`config.mk`:
```
export PLATFORM = sky130hd
export DESIGN_NAME = rr_arb_mux_flat
export DESIGN_NICKNAME = d
export VERILOG_FILES = /design/src/rtl/rr_arb_mux_if.sv /design/src/rtl/rr_arb_mux.sv /design/src/flat_wrapper.sv
export SDC_FILE = /design/constraint.sdc
export NUM_CORES = 1
export LEC_CHECK = 0
export ABC_AREA = 1
export CAP_MARGIN = 20
export CORE_AREA = 2 2 68 70
export DETAILED_ROUTE_END_ITERATION = 7
export DIE_AREA = 0 0 70 72
export DONT_BUFFER_PORTS = 1
export GPL_ROUTABILITY_DRIVEN = 0
export HOLD_SLACK_MARGIN = 0.03
export PLACE_DENSITY = 0.73
export SYNTH_ARGS = -nofsm -noshare
export SYNTH_HDL_FRONTEND = slang
export SYNTH_SLANG_ARGS = --single-unit
export TNS_END_PERCENT = 1
```
`constraint.sdc`:
```
create_clock -name clk -period 4.8 [get_ports clk]
set_clock_uncertainty 0.1 [all_clocks]
set_input_delay 0.24 -clock clk [delete_from_list [all_inputs] [get_ports clk]]
set_output_delay 0.24 -clock clk [all_outputs]
set_load 0.02 [all_outputs]
```
`src/rtl/rr_arb_mux_if.sv`:
```
// Handshake bundle between N producers, the arbitrated mux and one consumer.
// The master side drives requests and out_ready; the slave side is the mux.
interface rr_arb_mux_if #(
  parameter int WIDTH = 32,
  parameter int N     = 4
);
  localparam int SELW = (N > 1) ? $clog2(N) : 1;

  logic [N-1:0]       in_valid;
  logic [N*WIDTH-1:0] in_data;
  logic [N-1:0]       in_ready;
  logic               out_valid;
  logic [WIDTH-1:0]   out_data;
  logic [SELW-1:0]    out_sel;
  logic               out_ready;

  modport master (
    output in_valid, in_data, out_ready,
    input  in_ready, out_valid, out_data, out_sel
  );

  modport slave (
    input  in_valid, in_data, out_ready,
    output in_ready, out_valid, out_data, out_sel
  );
endinterface

```
`src/rtl/rr_arb_mux.sv`:
```
// N-channel arbitrated mux: round-robin or fixed-priority grant into a single
// registered output beat that is held until the consumer accepts it.
module rr_arb_mux #(
  parameter int WIDTH = 32,
  parameter int N     = 4,
  parameter int RR    = 1
) (
  input logic         clk,
  input logic         rst,
  rr_arb_mux_if.slave bus
);
  localparam int SELW = (N > 1) ? $clog2(N) : 1;

  logic [SELW-1:0]  ptr;
  logic [SELW-1:0]  base;
  logic [SELW-1:0]  win;
  logic [SELW-1:0]  win_nxt;
  logic [2*N-1:0]   dbl;
  logic [N-1:0]     rot;
  logic [N-1:0]     ready;
  logic             any;
  logic             load;
  logic             ov;
  logic [WIDTH-1:0] od;
  logic [WIDTH-1:0] wdata;
  logic [SELW-1:0]  os;

  assign base = (RR != 0) ? ptr : '0;
  assign any  = |bus.in_valid;
  assign load = !ov || bus.out_ready;

  // Rotating a doubled copy puts channel 'base' at bit 0, so the lowest set
  // bit of rot is the first requester at or after the pointer.
  assign dbl = {bus.in_valid, bus.in_valid};
  assign rot = N'(dbl >> base);

  always_comb begin
    int j;
    j = 0;
    for (int k = N - 1; k >= 0; k--) begin
      if (rot[k]) j = k;
    end
    j = j + int'(base);
    if (j >= N) j = j - N;
    win = SELW'(j);
  end

  assign win_nxt = (win == SELW'(N - 1)) ? '0 : win + 1'b1;

  always_comb begin
    wdata = '0;
    for (int i = 0; i < N; i++) begin
      if (win == SELW'(i)) wdata = bus.in_data[i*WIDTH +: WIDTH];
    end
  end

  always_comb begin
    ready = '0;
    for (int i = 0; i < N; i++) begin
      ready[i] = !rst && load && any && (win == SELW'(i));
    end
  end

  always_ff @(posedge clk) begin
    if (rst) begin
      ov  <= 1'b0;
      od  <= '0;
      os  <= '0;
      ptr <= '0;
    end else if (load) begin
      if (any) begin
        ov <= 1'b1;
        od <= wdata;
        os <= win;
        if (RR != 0) ptr <= win_nxt;
      end else begin
        ov <= 1'b0;
      end
    end
  end

  assign bus.in_ready  = ready;
  assign bus.out_valid = ov;
  assign bus.out_data  = od;
  assign bus.out_sel   = os;
endmodule

```
`src/flat_wrapper.sv`:
```
// flat-port wrapper written by rule: the top's interface ports become plain ports
module rr_arb_mux_flat 
#(
  parameter int WIDTH = 32,
  parameter int N     = 4,
  parameter int RR    = 1
)
  (clk, rst, bus_in_valid, bus_in_data, bus_out_ready, bus_in_ready, bus_out_valid, bus_out_data, bus_out_sel);
  rr_arb_mux_if #(.WIDTH(WIDTH), .N(N)) bus_i ();
  input logic clk;
  input logic rst;
  input wire logic [$bits(bus_i.in_valid)-1:0] bus_in_valid;
  input wire logic [$bits(bus_i.in_data)-1:0] bus_in_data;
  input wire logic [$bits(bus_i.out_ready)-1:0] bus_out_ready;
  output wire logic [$bits(bus_i.in_ready)-1:0] bus_in_ready;
  output wire logic [$bits(bus_i.out_valid)-1:0] bus_out_valid;
  output wire logic [$bits(bus_i.out_data)-1:0] bus_out_data;
  output wire logic [$bits(bus_i.out_sel)-1:0] bus_out_sel;
  assign bus_i.in_valid = bus_in_valid;
  assign bus_i.in_data = bus_in_data;
  assign bus_i.out_ready = bus_out_ready;
  assign bus_in_ready = bus_i.in_ready;
  assign bus_out_valid = bus_i.out_valid;
  assign bus_out_data = bus_i.out_data;
  assign bus_out_sel = bus_i.out_sel;
  rr_arb_mux #(.WIDTH(WIDTH), .N(N), .RR(RR)) u_core (.clk(clk), .rst(rst), .bus(bus_i));
endmodule
```
==> flow_metrics.py, run 1 <==
metrics = {
    "clock_network": {
        "cts_root_buffer": "clkbuf_8",
        "htreeDepth": 2,
        "cts_made_buffers": 5,
        "clock_latency_ns": 0.28,
        "post_cts_resized": 0,
        "clock_sinks": 37,
        "post_cts_buffers": 0,
        "clk_path_buf_depth": 2,
        "cts_tree": "built",
        "clkTransAtPathRegs_ns": 0.07,
    },
    "synthesis": {
        "ys_warn_count": 0,
        "ys_seq_area_frac": 0.300,
        "yosys_register_bits": 37,
        "avgSynthCellArea_um2": 6.78,
        "synth_edf_count": 0,
        "synth.distinct_cells": 25,
        "synth_top_family_by_area": "compound AO/OA/AOI/OAI gates",
        "synth-xor-area-share": 0.00355,
        "synthesis.nets": 504,
        "synth_flop_cell": "dfxtp_1",
        "syn_inst": 364,
        "synth_compound_area_frac": 0.382,
        "synthAdderAreaFrac": 0.0253,
        "synthMuxAreaShare": 0,
        "async_flop_share": 0,
        "synth-simple-area-share": 0.181,
        "synth_area_mm2": 0.00247,
    },
    "floorplanning": {
        "ios": 174,
        "start_util": 0.579,
        "core-area_mm2": 0.00426,
        "row_count": 24,
        "die_h_um": 72,
        "fp.dieW_um": 70,
        "die_area_mm2": 0.00504,
    },
    "pwr": {
        "ir_drop_mv": 0.484,
        "internal_power_mw": 1.25,
        "power_frac_comb": 0.700,
        "sw_frac_of_total": 0.561,
        "p_clk_frac": 0.074,
        "power_frac_seq": 0.226,
        "powerDensity_mw_per_mm2": 1160,
        "p_sw_mw": 1.60,
        "power_leakage_nw": 1.01,
    },
    "placement": {
        "numPlacedInstances": 392,
        "port_buffers": 0,
        "place_ws_ns": 1.45,
        "hpwl_mm": 4.99,
    },
    "critical_path": {
        "cp.required_ns": 4.46,
        "critPathKind": "reg -> out",
        "end_kind": "output pin",
        "start_kind": "flip-flop",
        "crit_arrival_ns": 3.17,
        "cp_max_fo": 21,
    },
    "routing": {
        "drt_first_pass_iters": 5,
        "ant_nets": 0,
        "via_per_inst": 6.39,
        "routed_wl_mm": 7.21,
        "drc_errors": 0,
        "first_iter_violations": 203,
        "via_count": 2561,
        "wl_per_cell_um": 18.0,
    },
    "global_route": {
        "antenna_found_initial": 0,
        "grt.total_usage": 0.273,
        "grt_max_degree": 38,
        "globalRoute.totalOverflow": 0,
        "grt_pass1_vias": 2343,
        "grt_pass1_wl_mm": 11.1,
    },
    "flow_run": {
        "maxCapViolations": 0,
    },
    "layout": {
        "fin_cells": 401,
        "drive_above_1_share": 0.0659,
        "fillers": 449,
        "diodes": 0,
        "area_growth_pct": -0.203,
        "final_nets": 488,
        "multiInputGateArea_mm2": 0.00146,
        "seq_area_um2": 741,
        "fin_util": 0.578,
    },
    "hold_path": {
        "hold_path_class": "in -> reg",
    },
    "timing": {
        "slew_viol_final": 0,
        "setup_ws_ns": 1.29,
        "hold_viol": 0,
        "setup_viol": 0,
        "finalCritPeriodShare": 0.730,
        "fmax_mhz": 285,
        "slew_headroom": 0.304,
        "rsz0062_at_grt": "false",
        "tns_ns": 0,
        "fin_hold_ws_ns": 0.0578,
        "period_minus_slack_ns": 3.51,
        "worstMarginPinSlew_ns": 1.04,
    },
    "status": {
        "outcome": "completed",
    },
}
final timing paths:
check | from | endpoint | slack, ns | depth (start not counted)
worst min-delay path | bus_in_data[108] | u_core.bus.out_data[12]$_SDFFE_PP0P_ | 0.06 | 2
worst max-delay path | u_core.base[0]$_SDFFE_PP0P_ | bus_in_ready[1] | 1.29 | 15
worst max register to register | u_core.base[0]$_SDFFE_PP0P_ | u_core.bus.out_data[15]$_SDFFE_PP0P_ | 1.41 | 18
worst min register to register | u_core.base[0]$_SDFFE_PP0P_ | u_core.base[0]$_SDFFE_PP0P_ | 0.48 | 2
cells in the final DEF, fill, tap and decap left out:
| cell type | count |
|---|---|
| nand2_1 | 85 |
| dfxtp_1 | 37 |
| o21ai_1 | 24 |
| nor2_1 | 11 |
| inv_6 | 1 |
| clkinv_1 | 2 |
| xnor2_1 | 1 |
| buf_4 | 6 |
| a21oi_1 | 96 |
| o21ai_4 | 1 |
| ha_1 | 5 |
| nor3_1 | 1 |
| a21boi_0 | 1 |
| inv_1 | 9 |
| o211ai_1 | 32 |
| dlygate4sd3_1 | 1 |
| o21ai_2 | 3 |
| nor2_8 | 1 |
| nand2_2 | 1 |
| inv_2 | 3 |
| nand3_1 | 11 |
| clkbuf_1 | 3 |
| o21ai_0 | 7 |
| clkbuf_8 | 5 |
| a21oi_2 | 2 |
power groups by stage:
| stage | logic (mW) | registers [mW] | clock network (mW) |
|---|---|---|---|
| detailed placement | 2.00 | 0.652 | 0 |
| global placement | 1.96 | 0.653 | 0 |
| CTS | 2.01 | 0.646 | 0.216 |
| global route | 2.31 | 0.660 | 0.226 |
| floorplan | 1.78 | 0.624 | 0 |
| finish | 2.00 | 0.645 | 0.211 |
final cells by class:
class	instances	area share
tap	52	0.0264
multi-input combinational	282	0.593
sequential	37	0.301
clock buffer	8	0.0325
timing repair buffer	7	0.0223
inverter	15	0.0249
critical path, stage by stage, from the launching register on:
cell	delay [ns]
dfxtp_1	0.45
inv_2	0.09
nand2_1	0.08
nand3_1	0.06
nand2_1	0.09
nand3_1	0.06
a21boi_0	0.18
ha_1	0.19
xnor2_1	0.13
inv_1	0.06
nand2_1	0.08
nand2_1	0.09
inv_1	0.10
ha_1	0.77
inv_1	0.09
nor2_1	0.35
metrics by stage:
| stage | instance area (µm²) | power (mW) |
|---|---|---|
| after global placement | 2370 | 2.61 |
| after detailed placement | 2370 | 2.65 |
| final | 2460 | 2.86 |
| after CTS | 2460 | 2.87 |
| after floorplan | 2470 | 2.41 |
| after global routing | 2460 | 3.19 |
synth_stat cells, types with 2 or more instances:
master    count  area share
o21ai_0       7       0.014
buf_6         9       0.041
nand2_1      85        0.13
buf_2        17       0.034
clkinv_1      2      0.0030
o211ai_1     32       0.097
o21ai_1      24       0.049
inv_2         3      0.0046
dfxtp_1      37        0.30
inv_1         9       0.014
nor2_1       11       0.017
nand3_1      11       0.022
a21oi_1      96        0.19
ha_1          5       0.025
clkbuf_1      3      0.0046
o21ai_2       3       0.011
a21oi_2       2      0.0071
logic make-up after synthesis:
group                    after synthesis
AO/OA/AOI/OAI                        166
AND/OR/NAND/NOR                      110
buffers and inverters                 45
flip-flops                            37
adder cells (fa/ha/maj)                5
XOR/XNOR                               1
timing repair:
item	4_1_cts	5_1_grt
hold buffers	1	0
endpoints found under the hold margin	3	0
endpoints found under the setup margin	0	0
state kept, by name (all words and copies together) (netlist names):
name,count
u_core.base,2
u_core.bus.out_sel,2
u_core.bus.out_valid,1
u_core.bus.out_data,32
metal layers:
layer / up-vias / track usage / routed length (µm)
li1: 1244 / - / -
met2: 141 / 0.490 / 3720
met4: 0 / 0.0833 / 41
met1: 1172 / 0.323 / 2800
met5: - / 0 / 0
met3: 4 / 0.0681 / 651
Power figures use the tool's default switching activity.
==> run 2, diff against run 1 <==
Clock period 4.8 ns to 3.3 ns, I/O delays scaled along.
==> run 2 against run 1 <==
Combinational power rose by 67%. Die area did not move. Sequential cell count did not move. Power rose by 63%. Routed wire length rose by 23%. Via count rose by 19%. Utilization rose by 19 points. First-iteration DRC count rose by 41%. Largest cell class unchanged.
==> flow_metrics.py, run 2 (same netlist as run 1, synthesis figures left out) <==
metrics = {
    "global_route": {
        "grt_pass1_wl_mm": 14.1,
        "grt.total_usage": 0.345,
        "grt_max_degree": 37,
        "globalRoute.totalOverflow": 0,
        "grt_pass1_vias": 3030,
        "antenna_found_initial": 0,
    },
    "timing": {
        "fin_hold_ws_ns": 0.0366,
        "setup_viol": 0,
        "fmax_mhz": 337,
        "finalCritPeriodShare": 0.898,
        "slew_headroom": 0.693,
        "hold_viol": 0,
        "worstMarginPinSlew_ns": 0.461,
        "slew_viol_final": 0,
        "tns_ns": 0,
        "period_minus_slack_ns": 2.96,
        "rsz0062_at_grt": "false",
    },
    "layout": {
        "seq_area_um2": 742,
        "final_nets": 564,
        "drive_above_1_share": 0.0800,
        "layout_common_cells": "a21oi_1 (96), nand2_1 (85), dlygate4sd3_1 (71)",
        "area_growth_pct": 32.0,
        "largest_register_ffs": 32,
        "diodes": 0,
        "layout.cells.most_common": "a21oi_1",
        "fillers": 321,
        "multiInputGateArea_mm2": 0.00146,
    },
    "clock_network": {
        "post_cts_buffers": 0,
        "clk_path_buf_depth": 2,
        "clock_latency_ns": 0.29,
        "htreeDepth": 2,
        "clock_sinks": 37,
        "cts_root_buffer": "clkbuf_8",
        "cts_tree": "built",
        "cts_made_buffers": 5,
        "clkTransAtPathRegs_ns": 0.08,
    },
    "critical_path": {
        "start_kind": "flip-flop",
        "cp_max_fo": 12,
        "max_stage_delay_ns": 0.40,
        "critPathKind": "reg -> out",
        "cp_slowest_cell": "dfxtp_2",
        "crit_arrival_ns": 2.70,
        "end_kind": "output pin",
        "cp.required_ns": 3.03,
        "cp_cell_sequence": "inv_2 > nand2_1 > nand3_1 > nand2_1 > nand3_1 > a21boi_0 > ha_1 > xnor2_1 > inv_1 > nand2_1 > nand2_1 > inv_1 > ha_1 > buf_4 > inv_1 > nor2_1 > buf_4",
        "cpMostUsedCell": "nand2_1",
    },
    "floorplanning": {
        "die_area_mm2": 0.00504,
        "core-area_mm2": 0.00426,
        "die_h_um": 72,
        "row_count": 24,
        "start_util": 0.579,
        "fp.dieW_um": 70,
        "ios": 174,
    },
    "routing": {
        "drt_first_pass_iters": 7,
        "via_per_inst": 6.39,
        "first_iter_violations": 287,
        "routed_wl_mm": 8.89,
        "wl_per_cell_um": 18.6,
        "drc_errors": 0,
        "via_count": 3049,
        "ant_nets": 0,
    },
    "status": {
        "outcome": "completed",
    },
    "pwr": {
        "ir_drop_mv": 0.810,
        "powerDensity_mw_per_mm2": 1430,
        "power_leakage_nw": 1.35,
    },
    "placement": {
        "port_buffers": 0,
        "hpwl_mm": 5.04,
    },
    "hold_path": {
        "hold_path_class": "in -> reg",
    },
    "flow_run": {
        "maxCapViolations": 0,
    },
}
[run 2: stage by stage]
step           power (mW)  setup WS, ns  cell area [µm²]   util  instances
2_1_floorplan        3.50         0.740             2470      -        364
3_3_place_gp         3.97         0.543             2440  0.573        398
3_5_place_dp         4.03         0.413             2440  0.573        398
4_1_cts              4.46         0.185             3260  0.763        477
5_1_grt              5.06        0.0638             3260  0.764        477
6_report             4.65         0.336             3260  0.764        477
[run 2: routing by layer]
layer  track usage  wire length, µm  up-vias
met5             0                0        -
met4         0.194              305        0
met3        0.0750             1000       42
met2         0.596             4450      274
met1         0.397             3130     1339
li1              -                -     1394
[run 2: layout make-up]
class                      instances  area share
tap                               52      0.0200
inverter                          15      0.0188
multi-input combinational        282       0.449
clock inverter                     1     0.00154
sequential                        37       0.228
clock buffer                       7      0.0296
timing repair buffer              83       0.253
[run 2: where the power goes]
group	switching, mW	total [mW]	internal [mW]
clock	0.167	0.356	0.189
combinational	2.10	3.34	1.24
sequential	0.320	0.948	0.627
[run 2: critical path: cells and delay by family, from the launching register on]
kind | cells | cell delay (ns)
XOR/XNOR | 1 | 0.13
AO/OA/AOI/OAI | 1 | 0.17
buffers and inverters | 6 | 0.67
adder cells (fa/ha/maj) | 2 | 0.47
flip-flops | 1 | 0.40
AND/OR/NAND/NOR | 7 | 0.57
[run 2: final timing paths]
| kind | start | endpoint | slack [ns] | cells after the start |
|---|---|---|---|---|
| min reg2reg | u_core.base[0]$_SDFFE_PP0P_ | u_core.base[0]$_SDFFE_PP0P_ | 0.44 | 2 |
| max | u_core.base[0]$_SDFFE_PP0P_ | bus_in_ready[1] | 0.34 | 17 |
| max reg2reg | u_core.base[0]$_SDFFE_PP0P_ | u_core.bus.out_data[16]$_SDFFE_PP0P_ | 0.42 | 17 |
| min | bus_in_data[7] | u_core.bus.out_data[7]$_SDFFE_PP0P_ | 0.04 | 4 |
[run 2: what timing repair did]
action,CTS,global route
resized for setup,0,2
hold buffers,71,0
endpoints found under the setup margin,0,8
hold endpoints to repair,36,0
==> run 3, diff against run 2 <==
Settings changed: BUFFER_PORTS_ARGS set to -buffer_cell sky130_fd_sc_hd__buf_2, CORE_AREA 2 2 68 70 to unset, CORE_UTILIZATION set to 42, DIE_AREA 0 0 70 72 to unset, DONT_BUFFER_PORTS 1 to unset, PLACE_DENSITY 0.73 to 0.82.
Clock period 3.3 ns to 3 ns, I/O delays scaled along.
==> run 3 against run 2 <==
Cell area grew 6.6%. Routed wire length shrank 5.4%. Worst hold slack gained 0.016 ns. Critical path depth is the same. Utilization shrank 14 points. Sequential share of layout area shrank 1.3 points. Largest power group unchanged.
==> flow_metrics.py, run 3 (same netlist as run 1, synthesis figures left out) <==
metrics = {
    "timing": {
        "finalCritPeriodShare": 0.939,
        "slew_viol_final": 0,
        "rsz0062_at_grt": "true",
        "tns_ns": 0,
        "slew_headroom": 0.627,
        "fin_hold_ws_ns": 0.0521,
        "worstMarginPinSlew_ns": 0.557,
        "setup_viol": 0,
        "hold_viol": 0,
        "period_minus_slack_ns": 2.82,
        "fmax_mhz": 355,
    },
    "clock_network": {
        "clkTransAtPathRegs_ns": 0.08,
        "cts_made_buffers": 5,
        "clock_sinks": 37,
        "clock_latency_ns": 0.28,
        "cts_root_buffer": "clkbuf_8",
        "cts_tree": "built",
        "htreeDepth": 2,
        "clk_path_buf_depth": 2,
        "post_cts_buffers": 0,
    },
    "status": {
        "outcome": "completed",
    },
    "global_route": {
        "grt.total_usage": 0.269,
        "globalRoute.totalOverflow": 0,
        "grt_max_degree": 37,
        "grt_pass1_vias": 3015,
        "antenna_found_initial": 0,
        "grt_pass1_wl_mm": 13.3,
    },
    "critical_path": {
        "r2r_setup_slack_ns": 0.28,
        "end_kind": "output pin",
        "cp.required_ns": 2.75,
        "r2r_start": "u_core.base[0]$_SDFFE_PP0P_",
        "critPathKind": "reg -> out",
        "cp-startpoint": "u_core.base[0]$_SDFFE_PP0P_",
        "crit_arrival_ns": 2.57,
        "cp_max_fo": 14,
        "start_kind": "flip-flop",
    },
    "routing": {
        "first_iter_violations": 139,
        "via_per_inst": 5.32,
        "wl_per_cell_um": 14.0,
        "ant_nets": 0,
        "drt_first_pass_iters": 4,
        "drc_errors": 0,
        "routed_wl_mm": 8.41,
        "via_count": 3189,
    },
    "hold_path": {
        "hold_start": "bus_in_data[108]",
        "hold_path_class": "in -> reg",
    },
    "layout": {
        "largest_register_ffs": 32,
        "final_nets": 667,
        "drive_above_1_share": 0.394,
        "diodes": 0,
        "stdcell_area_mm2": 0.00347,
        "area_growth_pct": 40.7,
        "layout_common_cells": "buf_2 (173), a21oi_1 (96), nand2_1 (85)",
        "layout.cells.most_common": "buf_2",
    },
    "placement": {
        "port_buffers": 173,
        "hpwl_mm": 5.95,
        "place_area_mm2": 0.00332,
    },
    "floorplanning": {
        "core-area_mm2": 0.00557,
        "row_count": 27,
        "fp.dieW_um": 78.7,
        "die_area_mm2": 0.00619,
        "start_util": 0.443,
        "die_h_um": 78.7,
        "ios": 174,
    },
    "flow_run": {
        "maxCapViolations": 0,
    },
    "pwr": {
        "powerDensity_mw_per_mm2": 1520,
        "ir_drop_mv": 0.859,
        "power_leakage_nw": 1.78,
    },
}
run 3: metrics by stage:
step	power, mW	instances	setup WS, ns	utilization
after floorplan	3.85	364	0.455	-
after global placement	4.63	591	0.350	0.596
after detailed placement	4.74	591	0.141	0.596
after CTS	5.22	600	0.0121	0.619
after global routing	5.83	600	-0.0251	0.623
final	5.27	600	0.184	0.623
run 3: layout make-up:
| type | instances | area, µm² |
|---|---|---|
| clock buffer | 7 | 86.3 |
| clock inverter | 1 | 30.0 |
| fill | 545 | 2100 |
| inverter | 15 | 65.1 |
| multi-input combinational | 282 | 1470 |
| sequential | 37 | 746 |
| tap | 72 | 90.1 |
| timing repair buffer | 186 | 982 |
run 3: routing by layer:
metal / up-vias / global-route usage / part of all wire
met2: 146 / 0.507 / 0.51
met5: - / 0 / 0
met3: 10 / 0.0523 / 0.075
met1: 1435 / 0.300 / 0.40
met4: 0 / 0.0778 / 0.011
li1: 1598 / - / -
run 3: worst max-delay path: stages (launching register included):
cell and delay (ns):
dfxtp_4 0.39, inv_2 0.06, nand2_1 0.08, nand3_1 0.08, nand2_1 0.10, nand3_1 0.07, a21boi_1 0.14, ha_1 0.18
xnor2_1 0.14, inv_1 0.06, nand2_1 0.09, nand2_1 0.09, inv_1 0.12, ha_4 0.19, buf_6 0.17, inv_1 0.06
nor2_1 0.09, buf_2 0.17
run 3: what timing repair did:
item / in CTS / in global routing
hold buffers: 1 / 0
endpoints found under the hold margin: 2 / 0
gates resized for setup: 2 / 6
setup endpoints to repair: 1 / 29
run 3: where the power goes:
part / switching, mW / total [mW] / internal, mW
clock network: 0.177 / 0.448 / 0.271
registers: 0.111 / 0.804 / 0.694
logic: 2.49 / 4.02 / 1.53
run 3: final timing paths:
check	cells after the start	endpoint
max	17	bus_in_ready[1]
min reg2reg	2	u_core.bus.out_sel[0]$_SDFFE_PP0P_
min	3	u_core.bus.out_data[12]$_SDFFE_PP0P_
max reg2reg	20	u_core.bus.out_data[11]$_SDFFE_PP0P_
